`src/rtl/pc_gen_unit_pkg.sv`:
```
// Shared definitions for the fetch program-counter generator: state encoding,
// redirect-kind constants and a constant-evaluable log2 helper.
package pc_gen_unit_pkg;

    typedef enum logic [1:0] {
        ST_BOOT = 2'd0,
        ST_RUN  = 2'd1,
        ST_HALT = 2'd2
    } pc_state_e;

    localparam logic KIND_BRANCH = 1'b0;
    localparam logic KIND_TRAP   = 1'b1;

    function automatic int clog2(input int value);
        int r;
        r = 0;
        while ((1 << r) < value) r++;
        return r;
    endfunction

endpackage

```
`src/rtl/pc_gen_unit_if.sv`:
```
// Fetch-side bundle of the PC generator: hazard/handshake inputs, redirects,
// halt control and the registered fetch request.
// Handshake: a fetch of pc_out happens on a rising edge where fetch_valid,
// fetch_ready and pc_write are all 1; fetch_valid never waits on fetch_ready.
interface pc_gen_if #(
    parameter int XLEN = 64
);
    logic            pc_write;
    logic            fetch_ready;
    logic            branch_taken;
    logic [XLEN-1:0] branch_target;
    logic            trap_valid;
    logic [XLEN-1:0] trap_vector;
    logic            halt_req;
    logic            resume;
    logic [XLEN-1:0] pc_out;
    logic            fetch_valid;
    logic            misaligned;
    logic            halted;

    modport master (
        output pc_write, fetch_ready, branch_taken, branch_target,
               trap_valid, trap_vector, halt_req, resume,
        input  pc_out, fetch_valid, misaligned, halted
    );

    modport slave (
        input  pc_write, fetch_ready, branch_taken, branch_target,
               trap_valid, trap_vector, halt_req, resume,
        output pc_out, fetch_valid, misaligned, halted
    );
endinterface

```
`src/rtl/pc_gen_unit_next_sel.sv`:
```
// Next-PC priority mux: trap > pending redirect > branch > sequential increment.
module pc_next_sel #(
    parameter int XLEN       = 64,
    parameter int INST_BYTES = 4
) (
    input  logic [XLEN-1:0] i_pc,
    input  logic            i_trap_valid,
    input  logic [XLEN-1:0] i_trap_vector,
    input  logic            i_pend_valid,
    input  logic [XLEN-1:0] i_pend_addr,
    input  logic            i_branch_taken,
    input  logic [XLEN-1:0] i_branch_target,
    output logic [XLEN-1:0] o_next_pc,
    output logic            o_used_pend
);
    logic [XLEN-1:0] w_seq_pc;

    // Wraps modulo 2^XLEN by construction.
    assign w_seq_pc = i_pc + XLEN'(INST_BYTES);

    always_comb begin
        o_next_pc   = w_seq_pc;
        o_used_pend = 1'b0;
        if (i_trap_valid) begin
            o_next_pc = i_trap_vector;
        end else if (i_pend_valid) begin
            o_next_pc   = i_pend_addr;
            o_used_pend = 1'b1;
        end else if (i_branch_taken) begin
            o_next_pc = i_branch_target;
        end
    end
endmodule

```
`src/rtl/pc_gen_unit.sv`:
```
// IF-stage program counter: boot delay, fetch handshake, one-entry redirect
// buffer across stalls/halts, halt/resume and misalignment flagging.
module pc_gen_unit
    import pc_gen_unit_pkg::*;
#(
    parameter int              XLEN         = 64,
    parameter logic [XLEN-1:0] RESET_VECTOR = '0,
    parameter int              INST_BYTES   = 4,
    parameter int              BOOT_CYCLES  = 2
) (
    input  logic         clock,
    input  logic         reset_n,
    pc_gen_if.slave      bus,
    output pc_state_e    o_dbg_state
);
    localparam int ALIGN = clog2(INST_BYTES);
    localparam int BCW   = (BOOT_CYCLES > 1) ? clog2(BOOT_CYCLES) : 1;
    localparam pc_state_e RESET_STATE = (BOOT_CYCLES == 0) ? ST_RUN : ST_BOOT;

    pc_state_e       r_state;
    logic [XLEN-1:0] r_pc;
    logic [BCW-1:0]  r_boot_cnt;
    logic            r_pend_valid;
    logic            r_pend_kind;
    logic [XLEN-1:0] r_pend_addr;

    logic            w_run, w_mis, w_fetch_valid, w_advance;
    logic            w_pend_trap, w_recover, w_load;
    logic            w_pend_en, w_br_en, w_used_pend, w_keep_branch;
    logic [XLEN-1:0] w_br_tgt, w_next_pc;

    assign w_run         = (r_state == ST_RUN);
    assign w_mis         = |r_pc[ALIGN-1:0];
    assign w_fetch_valid = w_run & ~w_mis;
    assign w_advance     = bus.pc_write & bus.fetch_ready & w_fetch_valid;
    assign w_pend_trap   = r_pend_valid & (r_pend_kind == KIND_TRAP);
    // A misaligned PC can only be escaped through a trap (new or pending).
    assign w_recover     = w_run & w_mis & (bus.trap_valid | w_pend_trap);
    assign w_load        = w_advance | w_recover;
    assign w_pend_en     = r_pend_valid & (~w_mis | w_pend_trap);
    assign w_br_en       = bus.branch_taken & ~w_mis;
    assign w_br_tgt      = bus.branch_target & ~XLEN'(1);
    // A branch that loses the mux to an older pending entry is buffered, not dropped.
    assign w_keep_branch = bus.branch_taken & ~bus.trap_valid & (w_used_pend | w_mis);

    pc_next_sel #(
        .XLEN       (XLEN),
        .INST_BYTES (INST_BYTES)
    ) u_next_sel (
        .i_pc            (r_pc),
        .i_trap_valid    (bus.trap_valid),
        .i_trap_vector   (bus.trap_vector),
        .i_pend_valid    (w_pend_en),
        .i_pend_addr     (r_pend_addr),
        .i_branch_taken  (w_br_en),
        .i_branch_target (w_br_tgt),
        .o_next_pc       (w_next_pc),
        .o_used_pend     (w_used_pend)
    );

    always_ff @(posedge clock or negedge reset_n) begin
        if (!reset_n) begin
            r_state      <= RESET_STATE;
            r_pc         <= RESET_VECTOR;
            r_boot_cnt   <= '0;
            r_pend_valid <= 1'b0;
            r_pend_kind  <= KIND_BRANCH;
            r_pend_addr  <= '0;
        end else begin
            if (w_load) begin
                r_pc <= w_next_pc;
                if (w_keep_branch) begin
                    r_pend_valid <= 1'b1;
                    r_pend_kind  <= KIND_BRANCH;
                    r_pend_addr  <= w_br_tgt;
                end else begin
                    r_pend_valid <= 1'b0;
                end
            end else if (bus.trap_valid) begin
                r_pend_valid <= 1'b1;
                r_pend_kind  <= KIND_TRAP;
                r_pend_addr  <= bus.trap_vector;
            end else if (bus.branch_taken && !w_pend_trap) begin
                r_pend_valid <= 1'b1;
                r_pend_kind  <= KIND_BRANCH;
                r_pend_addr  <= w_br_tgt;
            end

            case (r_state)
                ST_BOOT: begin
                    r_boot_cnt <= r_boot_cnt + 1'b1;
                    if (r_boot_cnt == BCW'(BOOT_CYCLES - 1)) r_state <= ST_RUN;
                end
                ST_RUN: begin
                    if (bus.halt_req) r_state <= ST_HALT;
                end
                ST_HALT: begin
                    if (bus.resume && !bus.halt_req) r_state <= ST_RUN;
                end
                default: r_state <= ST_HALT;
            endcase
        end
    end

    assign bus.pc_out      = r_pc;
    assign bus.fetch_valid = w_fetch_valid;
    assign bus.misaligned  = w_mis;
    assign bus.halted      = (r_state == ST_HALT);
    assign o_dbg_state     = r_state;
endmodule

```
`src/flat_wrapper.sv`:
```
// flat-port wrapper written by rule: the top's interface ports become plain ports
module pc_gen_unit_flat import pc_gen_unit_pkg::*;
#(
    parameter int              XLEN         = 64,
    parameter logic [XLEN-1:0] RESET_VECTOR = '0,
    parameter int              INST_BYTES   = 4,
    parameter int              BOOT_CYCLES  = 2
)
  (clock, reset_n, o_dbg_state, bus_pc_write, bus_fetch_ready, bus_branch_taken, bus_branch_target, bus_trap_valid, bus_trap_vector, bus_halt_req, bus_resume, bus_pc_out, bus_fetch_valid, bus_misaligned, bus_halted);
  pc_gen_if #(.XLEN(XLEN)) bus_i ();
  input  logic clock;
  input  logic reset_n;
  output pc_state_e o_dbg_state;
  input wire logic [$bits(bus_i.pc_write)-1:0] bus_pc_write;
  input wire logic [$bits(bus_i.fetch_ready)-1:0] bus_fetch_ready;
  input wire logic [$bits(bus_i.branch_taken)-1:0] bus_branch_taken;
  input wire logic [$bits(bus_i.branch_target)-1:0] bus_branch_target;
  input wire logic [$bits(bus_i.trap_valid)-1:0] bus_trap_valid;
  input wire logic [$bits(bus_i.trap_vector)-1:0] bus_trap_vector;
  input wire logic [$bits(bus_i.halt_req)-1:0] bus_halt_req;
  input wire logic [$bits(bus_i.resume)-1:0] bus_resume;
  output wire logic [$bits(bus_i.pc_out)-1:0] bus_pc_out;
  output wire logic [$bits(bus_i.fetch_valid)-1:0] bus_fetch_valid;
  output wire logic [$bits(bus_i.misaligned)-1:0] bus_misaligned;
  output wire logic [$bits(bus_i.halted)-1:0] bus_halted;
  assign bus_i.pc_write = bus_pc_write;
  assign bus_i.fetch_ready = bus_fetch_ready;
  assign bus_i.branch_taken = bus_branch_taken;
  assign bus_i.branch_target = bus_branch_target;
  assign bus_i.trap_valid = bus_trap_valid;
  assign bus_i.trap_vector = bus_trap_vector;
  assign bus_i.halt_req = bus_halt_req;
  assign bus_i.resume = bus_resume;
  assign bus_pc_out = bus_i.pc_out;
  assign bus_fetch_valid = bus_i.fetch_valid;
  assign bus_misaligned = bus_i.misaligned;
  assign bus_halted = bus_i.halted;
  pc_gen_unit #(.XLEN(XLEN), .RESET_VECTOR(RESET_VECTOR), .INST_BYTES(INST_BYTES), .BOOT_CYCLES(BOOT_CYCLES)) u_core (.clock(clock), .reset_n(reset_n), .bus(bus_i), .o_dbg_state(o_dbg_state));
endmodule
```
`config.mk`:
```
export PLATFORM = sky130hd
export DESIGN_NAME = pc_gen_unit_flat
export DESIGN_NICKNAME = d
export VERILOG_FILES = /design/src/rtl/pc_gen_unit_pkg.sv /design/src/rtl/pc_gen_unit_if.sv /design/src/rtl/pc_gen_unit_next_sel.sv /design/src/rtl/pc_gen_unit.sv /design/src/flat_wrapper.sv
export SDC_FILE = /design/constraint.sdc
export NUM_CORES = 1
export LEC_CHECK = 0
export BUFFER_PORTS_ARGS = -buffer_cell sky130_fd_sc_hd__buf_2
export CAP_MARGIN = 0
export CORE_ASPECT_RATIO = 0.6
export CORE_MARGIN = 3
export CORE_UTILIZATION = 48
export DETAILED_ROUTE_END_ITERATION = 7
export PLACE_DENSITY = 0.81
export SLEW_MARGIN = 0
export SYNTH_ARGS = -nofsm -noshare
export SYNTH_HDL_FRONTEND = slang
export SYNTH_HIERARCHICAL = 1
export SYNTH_SLANG_ARGS = --single-unit
```
`constraint.sdc`:
```
create_clock -name clock -period 3.65 [get_ports clock]
set_input_delay 0.5475 -clock clock [delete_from_list [all_inputs] [get_ports clock]]
set_output_delay 0.5475 -clock clock [all_outputs]
set_load 0.02 [all_outputs]
```
# Word level (Yosys, flattened, before mapping)

Index checks and enable logic that the tools add are counted.

Register bits: 133
Output and inout port bits: 69
Word-level logic and storage cells: 60

$add $sub $neg: 2
Equality and inequality tests: 6
Mux-type cells: 21
Bitwise logic cells: 16
Reductions and logical operators: 9

Operator list:

| cell                    | number |
|---|---|
| $mux W64                | 7 |
| $add A64 B3 Y64 const B | 1 |
| $and A1 B1 Y1           | 10 |
| $mux W1                 | 10 |
| $mux W2                 | 3 |
| $pmux W2 S3             | 1 |
| $ne A2 B1 Y1 const B    | 2 |
| $ne A2 B2 Y1 const B    | 2 |
| $or A1 B1 Y1            | 4 |
| $reduce_and A3 Y1       | 1 |
| $reduce_bool A3 Y1      | 1 |
| $eq A2 B1 Y1 const B    | 1 |
| $eq A2 B2 Y1 const B    | 1 |
| $logic_and A1 B1 Y1     | 2 |
| $logic_not A1 Y1        | 2 |
| $logic_not A2 Y1        | 1 |
| $not A1 Y1              | 2 |
| $reduce_and A2 Y1       | 1 |
| $reduce_or A2 Y1        | 1 |
| $add A1 B1 Y1 const B   | 1 |

# Depth between registers and ports, before layout

Depth in word-level cells: 10
Mapped depth: 12
Mapped depth without buffers: 8

# Cells and area by module

The synthesis kept the hierarchy.

Modules (own cells, without submodules):

| module      | times used | cells an instance | area an instance (µm²) | seq. area each (µm²) |
|---|---|---|---|---|
| pc_gen_unit | 1          | 379               | 6214.7                 | 3328.2 |
| pc_next_sel | 1          | 450               | 2803.9                 | 0.0 |

# Worst setup path after synthesis

Ideal clock, no wire load.

Kind: flip-flop to flip-flop
Start: register u_core.r_pc[1], in the netlist u_core/bus.pc_out[1]
End: register u_core.r_pend_addr[15]
Setup time: 0.125 ns
Arrival: 2.972 ns
Slack: 0.553 ns
Stages on the path, launching flop included: 13
Path through: dfrtp_1 -> or2_0 -> clkbuf_1 -> a21boi_0 -> clkbuf_1 -> nor2b_1 -> clkbuf_1 -> nor3_1 -> nor4_1 -> o2bb2ai_1 -> buf_4 -> buf_6 -> mux2_4

Cells in the longest elaborated chain, start to end: 10
Elaborated cells on any way between the ends: 17
Classes of those cells: 1 x eq/ne; 3 x mux; 10 x bitwise; 3 x reduce/logical

Ends and longest elaborated chain:

| what                         | RTL line                   | RTL |
|---|---|---|
| start: declaration           | pc_gen_unit.sv:21          | `logic [XLEN-1:0] r_pc;` |
| start signal: assignment     | pc_gen_unit.sv:71          | `r_pc <= w_next_pc;` |
| $reduce_or A2 Y1             | pc_gen_unit.sv:33          | `assign w_mis = \|r_pc[ALIGN-1:0];` |
| named net bus_misaligned     | flat_wrapper.sv:24         | `output wire logic [$bits(bus_i.misaligned)-1:0] bus_misaligned;` |
| $not A1 Y1                   | pc_gen_unit.sv:40          | `assign w_pend_en = r_pend_valid & (~w_mis \| w_pend_trap);` |
| $or A1 B1 Y1                 | pc_gen_unit.sv:40          |  |
| $and A1 B1 Y1                | pc_gen_unit.sv:40          |  |
| named net u_core.w_pend_en   | pc_gen_unit.sv:29          | `logic w_pend_en, w_br_en, w_used_pend, w_keep_branch;` |
| $mux W1                      | pc_gen_unit_next_sel.sv:26 | `end else if (i_pend_valid) begin` |
| $mux W1                      | pc_gen_unit_next_sel.sv:24 | `if (i_trap_valid) begin` |
| named net u_core.w_used_pend | pc_gen_unit.sv:29          |  |
| $or A1 B1 Y1                 | pc_gen_unit.sv:44          | `assign w_keep_branch = bus.branch_taken & ~bus.trap_valid & (w_used_pend \| w_mis);` |
| $and A1 B1 Y1                | pc_gen_unit.sv:44          |  |
| $ne A2 B2 Y1 (no line)       | n/a                        |  |
| $reduce_and A2 Y1 (no line)  | n/a                        |  |
| end signal: assignment       | pc_gen_unit.sv:75          | `r_pend_addr <= w_br_tgt;` |
| end signal: assignment       | pc_gen_unit.sv:82          | `r_pend_addr <= bus.trap_vector;` |
| end signal: assignment       | pc_gen_unit.sv:86          | `r_pend_addr <= w_br_tgt;` |
| end: declaration             | pc_gen_unit.sv:25          | `logic [XLEN-1:0] r_pend_addr;` |

The timed path passes the listed nets, and every way through them passes these cells.
A chain may end at the register's enable or synchronous reset.

# Worst setup path in the final report

Start: register u_core.r_pc[1], in the netlist u_core/bus.pc_out[1]
End: register u_core.r_pc[31], in the netlist u_core/bus.pc_out[31]

Cells in the longest elaborated chain, start to end: 6
Elaborated cells on any way between the ends: 14
Classes of those cells: 1 x add/sub; 3 x mux; 9 x bitwise; 1 x reduce/logical

Ends and longest elaborated chain:

| what                           | RTL line                   | RTL |
|---|---|---|
| $reduce_or A2 Y1               | pc_gen_unit.sv:33          |  |
| $not A1 Y1                     | pc_gen_unit.sv:40          |  |
| $or A1 B1 Y1                   | pc_gen_unit.sv:40          |  |
| $and A1 B1 Y1                  | pc_gen_unit.sv:40          |  |
| named net u_core.w_pend_en     | pc_gen_unit.sv:29          |  |
| $mux W64                       | pc_gen_unit_next_sel.sv:26 |  |
| $mux W64                       | pc_gen_unit_next_sel.sv:24 |  |
| named net u_core.w_next_pc[31] | pc_gen_unit.sv:30          | `logic [XLEN-1:0] w_br_tgt, w_next_pc;` |

The timed path passes the listed nets, and every way through them passes these cells.

==> flow_summary.toml <==
[run_status]
status = "completed"

[logic_synthesis]
async_reset_ff_share_pct = 100.0
syn_nets = 966
synth_edf_count = 0
ys_top_cells_by_count = "133 x dfrtp_1, 96 x mux2_4, 83 x nand2_1"
ys_ff_latch = 133
synth_top_area_share_pct = 36.90
yosys.area.top_type = "dfrtp_1"
synth_cell_types = 47
ys_seq_area_share_pct = 36.90
synthesis.instances = 829
synth_area_sq_um = 9019
netlist_top_cells_area = "dfrtp_1 37%, mux2_4 16%, mux2_2 7.2%"
synth.most_common_cell = "dfrtp_1"
ys.flop_type = "dfrtp_1"
ys_warn_count = 6
avgSynthCellArea_sq_um = 10.88

[grt]
grt_max_degree = 100
first_global_vias = 7642
overflow = 0
grt_first_pass_wirelength_um = 40940
antenna_found_initial = 3
grt_use_total_pct = 25.00

[floorplan]
rows = 38
core_sq_um = 18260
die_y_um = 112.2
io_pins = 205
start_util_pct = 49.40
die-area_sq_um = 20520
die_w_um = 183.0

[detailed_routing]
ant_nets = 0
viasPerCell = 5.911
vias = 7507
drt_iter0_drc = 516
drc = 0
routed_wl_um = 25970
firstDrtPassIters = 5
wl_per_cell_um = 20.45

[placed_design]
io_buffers = 203
dp_hpwl_um = 18030
place_inst = 1236
routabilityCongestion = 0.8327

[finish]
area_growth_pct = 21.28
final_cells = 1270
nets = 1152
drive_above_1_share_pct = 41.93

[timing]
rsz0062_at_grt = "false"
timing.final.crit_share_pct = 84.47
fin_setup_tns_ns = 0
period_minus_slack_ns = 3.083
finalHoldViolations = 0
drv_slew = 0
finalSetupViolCount = 0
relSlewSlack_pct = 36.74
fin_skew_ns = 0.01071
worstMarginPinSlew_ns = 0.9489
clock.fmax_mhz = 324.4

[cts]
cts_tree = "yes"
clock-root-buffer = "clkbuf_16"
clockBufferDepth = 2
clock-sinks = 133
cts_setup_buffers = 0
cts_max_level = 4
cts.reportedPaths.clkPinSlew_ns = 0.06
cts.repair.resized = 0
holdBufCountCts = 0
cts-buffers-inserted = 17
clk-insertion-delay-late_ns = 0.43

[run]
drv_cap = 0

[critical_path]
crit_chain = "or2_0 > a21boi_4 > buf_4 > nor2b_4 > buf_4 > a22oi_1 > o221ai_1 > mux2_2"
worstSetupPathType = "flip-flop to flip-flop"
crit_path_max_incr_delay_ns = 0.78
cp_top_family = "simple AND/OR/NAND/NOR gates"
crit_fanout = 31
arrival_ns = 3.45
cp-start-kind = "flip-flop"
critPathMostFrequentCell = "buf_4"
critical_path_buf_inv_count = 2
crit_required_ns = 4.01
cp-end-kind = "flip-flop"
crit_slowest_cell = "nor2b_4"

[pwr]
totalPowerFinal_mw = 9.438
vdd.ir_drop.worst_v = 0.0004117
powerDensity_nw_per_um2 = 862.9
leakage_nw = 4.889

[min_path]
hp-class = "primary input to asynchronous set/reset pin"
## placed cells by master, fill, tap and decap left out, drive strengths merged, types with 22 or more instances in the layout
master    n
xnor2    33
xor2     26
o221ai   46
dfrtp   133
nand3    25
nand2    83
buf     226
mux2    192
nor2     36
o21ai    22
a22oi    55
## routing by layer
metal	track usage [%]	up-vias	share of wire, %
li1	-	3445	-
met1	35.86	3700	47
met2	37.33	329	44
met3	6.185	31	7.8
met4	7.911	2	1.4
met5	0	-	0.050
## area by class of cell
class	count	area, sq um
Fill cell	1550	7320
Inverter	12	45.04
Antenna cell	2	5.005
Timing Repair Buffer	226	1235
Clock buffer	20	456.7
Sequential cell	133	3328
Multi-Input combinational cell	625	5368
Clock inverter	12	200.2
Tap cell	240	300.3
## report_power, final
group          switching (mW)  total (mW)  internal, mW  leakage (nW)
clock                   0.700        1.95          1.25         0.313
combinational            2.29        4.46          2.17          2.99
sequential              0.807        3.03          2.22          1.59
## cell families (layout without fill, tap and decap cells)
| kind of cell | Yosys count | in the layout | synth area share [%] |
|---|---|---|---|
| flip-flops | 133 | 133 | 36.90 |
| multiplexers | 199 | 199 | 28.75 |
| buffers and inverters | 71 | 270 | 4.204 |
| adder cells (fa/ha/maj) | 1 | 1 | 0.1387 |
| XOR/XNOR | 59 | 59 | 5.730 |
| AO/OA/AOI/OAI | 151 | 151 | 12.18 |
| other | 1 | 3 | 0.04158 |
| AND/OR/NAND/NOR | 214 | 214 | 12.06 |
## path summary, 6_finish.rpt
| kind | to | startpoint | cells after the start | slack (ns) |
|---|---|---|---|---|
| max | u_core/bus.pc_out[31]$_DFFE_PN0P_ | u_core/bus.pc_out[1]$_DFFE_PN0P_ | 8 | 0.57 |
| max in group asynchronous | u_core/bus.pc_out[49]$_DFFE_PN0P_ | reset_n | 2 | 2.48 |
| min | u_core/r_pend_addr[16]$_DFFE_PN0P_ | reset_n | 1 | 0.22 |
| max reg2reg | u_core/bus.pc_out[31]$_DFFE_PN0P_ | u_core/bus.pc_out[1]$_DFFE_PN0P_ | 8 | 0.57 |
| min reg2reg | u_core/o_dbg_state[0]$_DFFE_PN0P_ | u_core/r_boot_cnt$_DFFE_PN0N_ | 2 | 0.50 |
| min in group clock | u_core/r_pend_addr[0]$_DFFE_PN0P_ | bus_trap_vector[0] | 3 | 0.36 |
## flip-flops by register name (all words and copies together), names as in the netlist
register	cells
u_core/r_boot_cnt	1
u_core/r_pend_valid	1
u_core/bus.pc_out	64
u_core/r_pend_addr	64
u_core/r_pend_kind	1
u_core/o_dbg_state	2
## metrics by stage
stage | util, % | worst slack [ns] | cell area [sq um] | hold WS (ns)
after global placement | 56.28 | 0.6599 | 10280 | 0.4895
after detailed placement | 56.28 | 0.6287 | 10280 | 0.4889
after global routing | 59.91 | 0.3780 | 10940 | 0.2755
after floorplan | - | 0.5530 | 9019 | 0.2519
after CTS | 59.88 | 0.6018 | 10930 | 0.2704
final | 59.91 | 0.5670 | 10940 | 0.2159
Note: power is estimated with default switching activity, not from simulation.
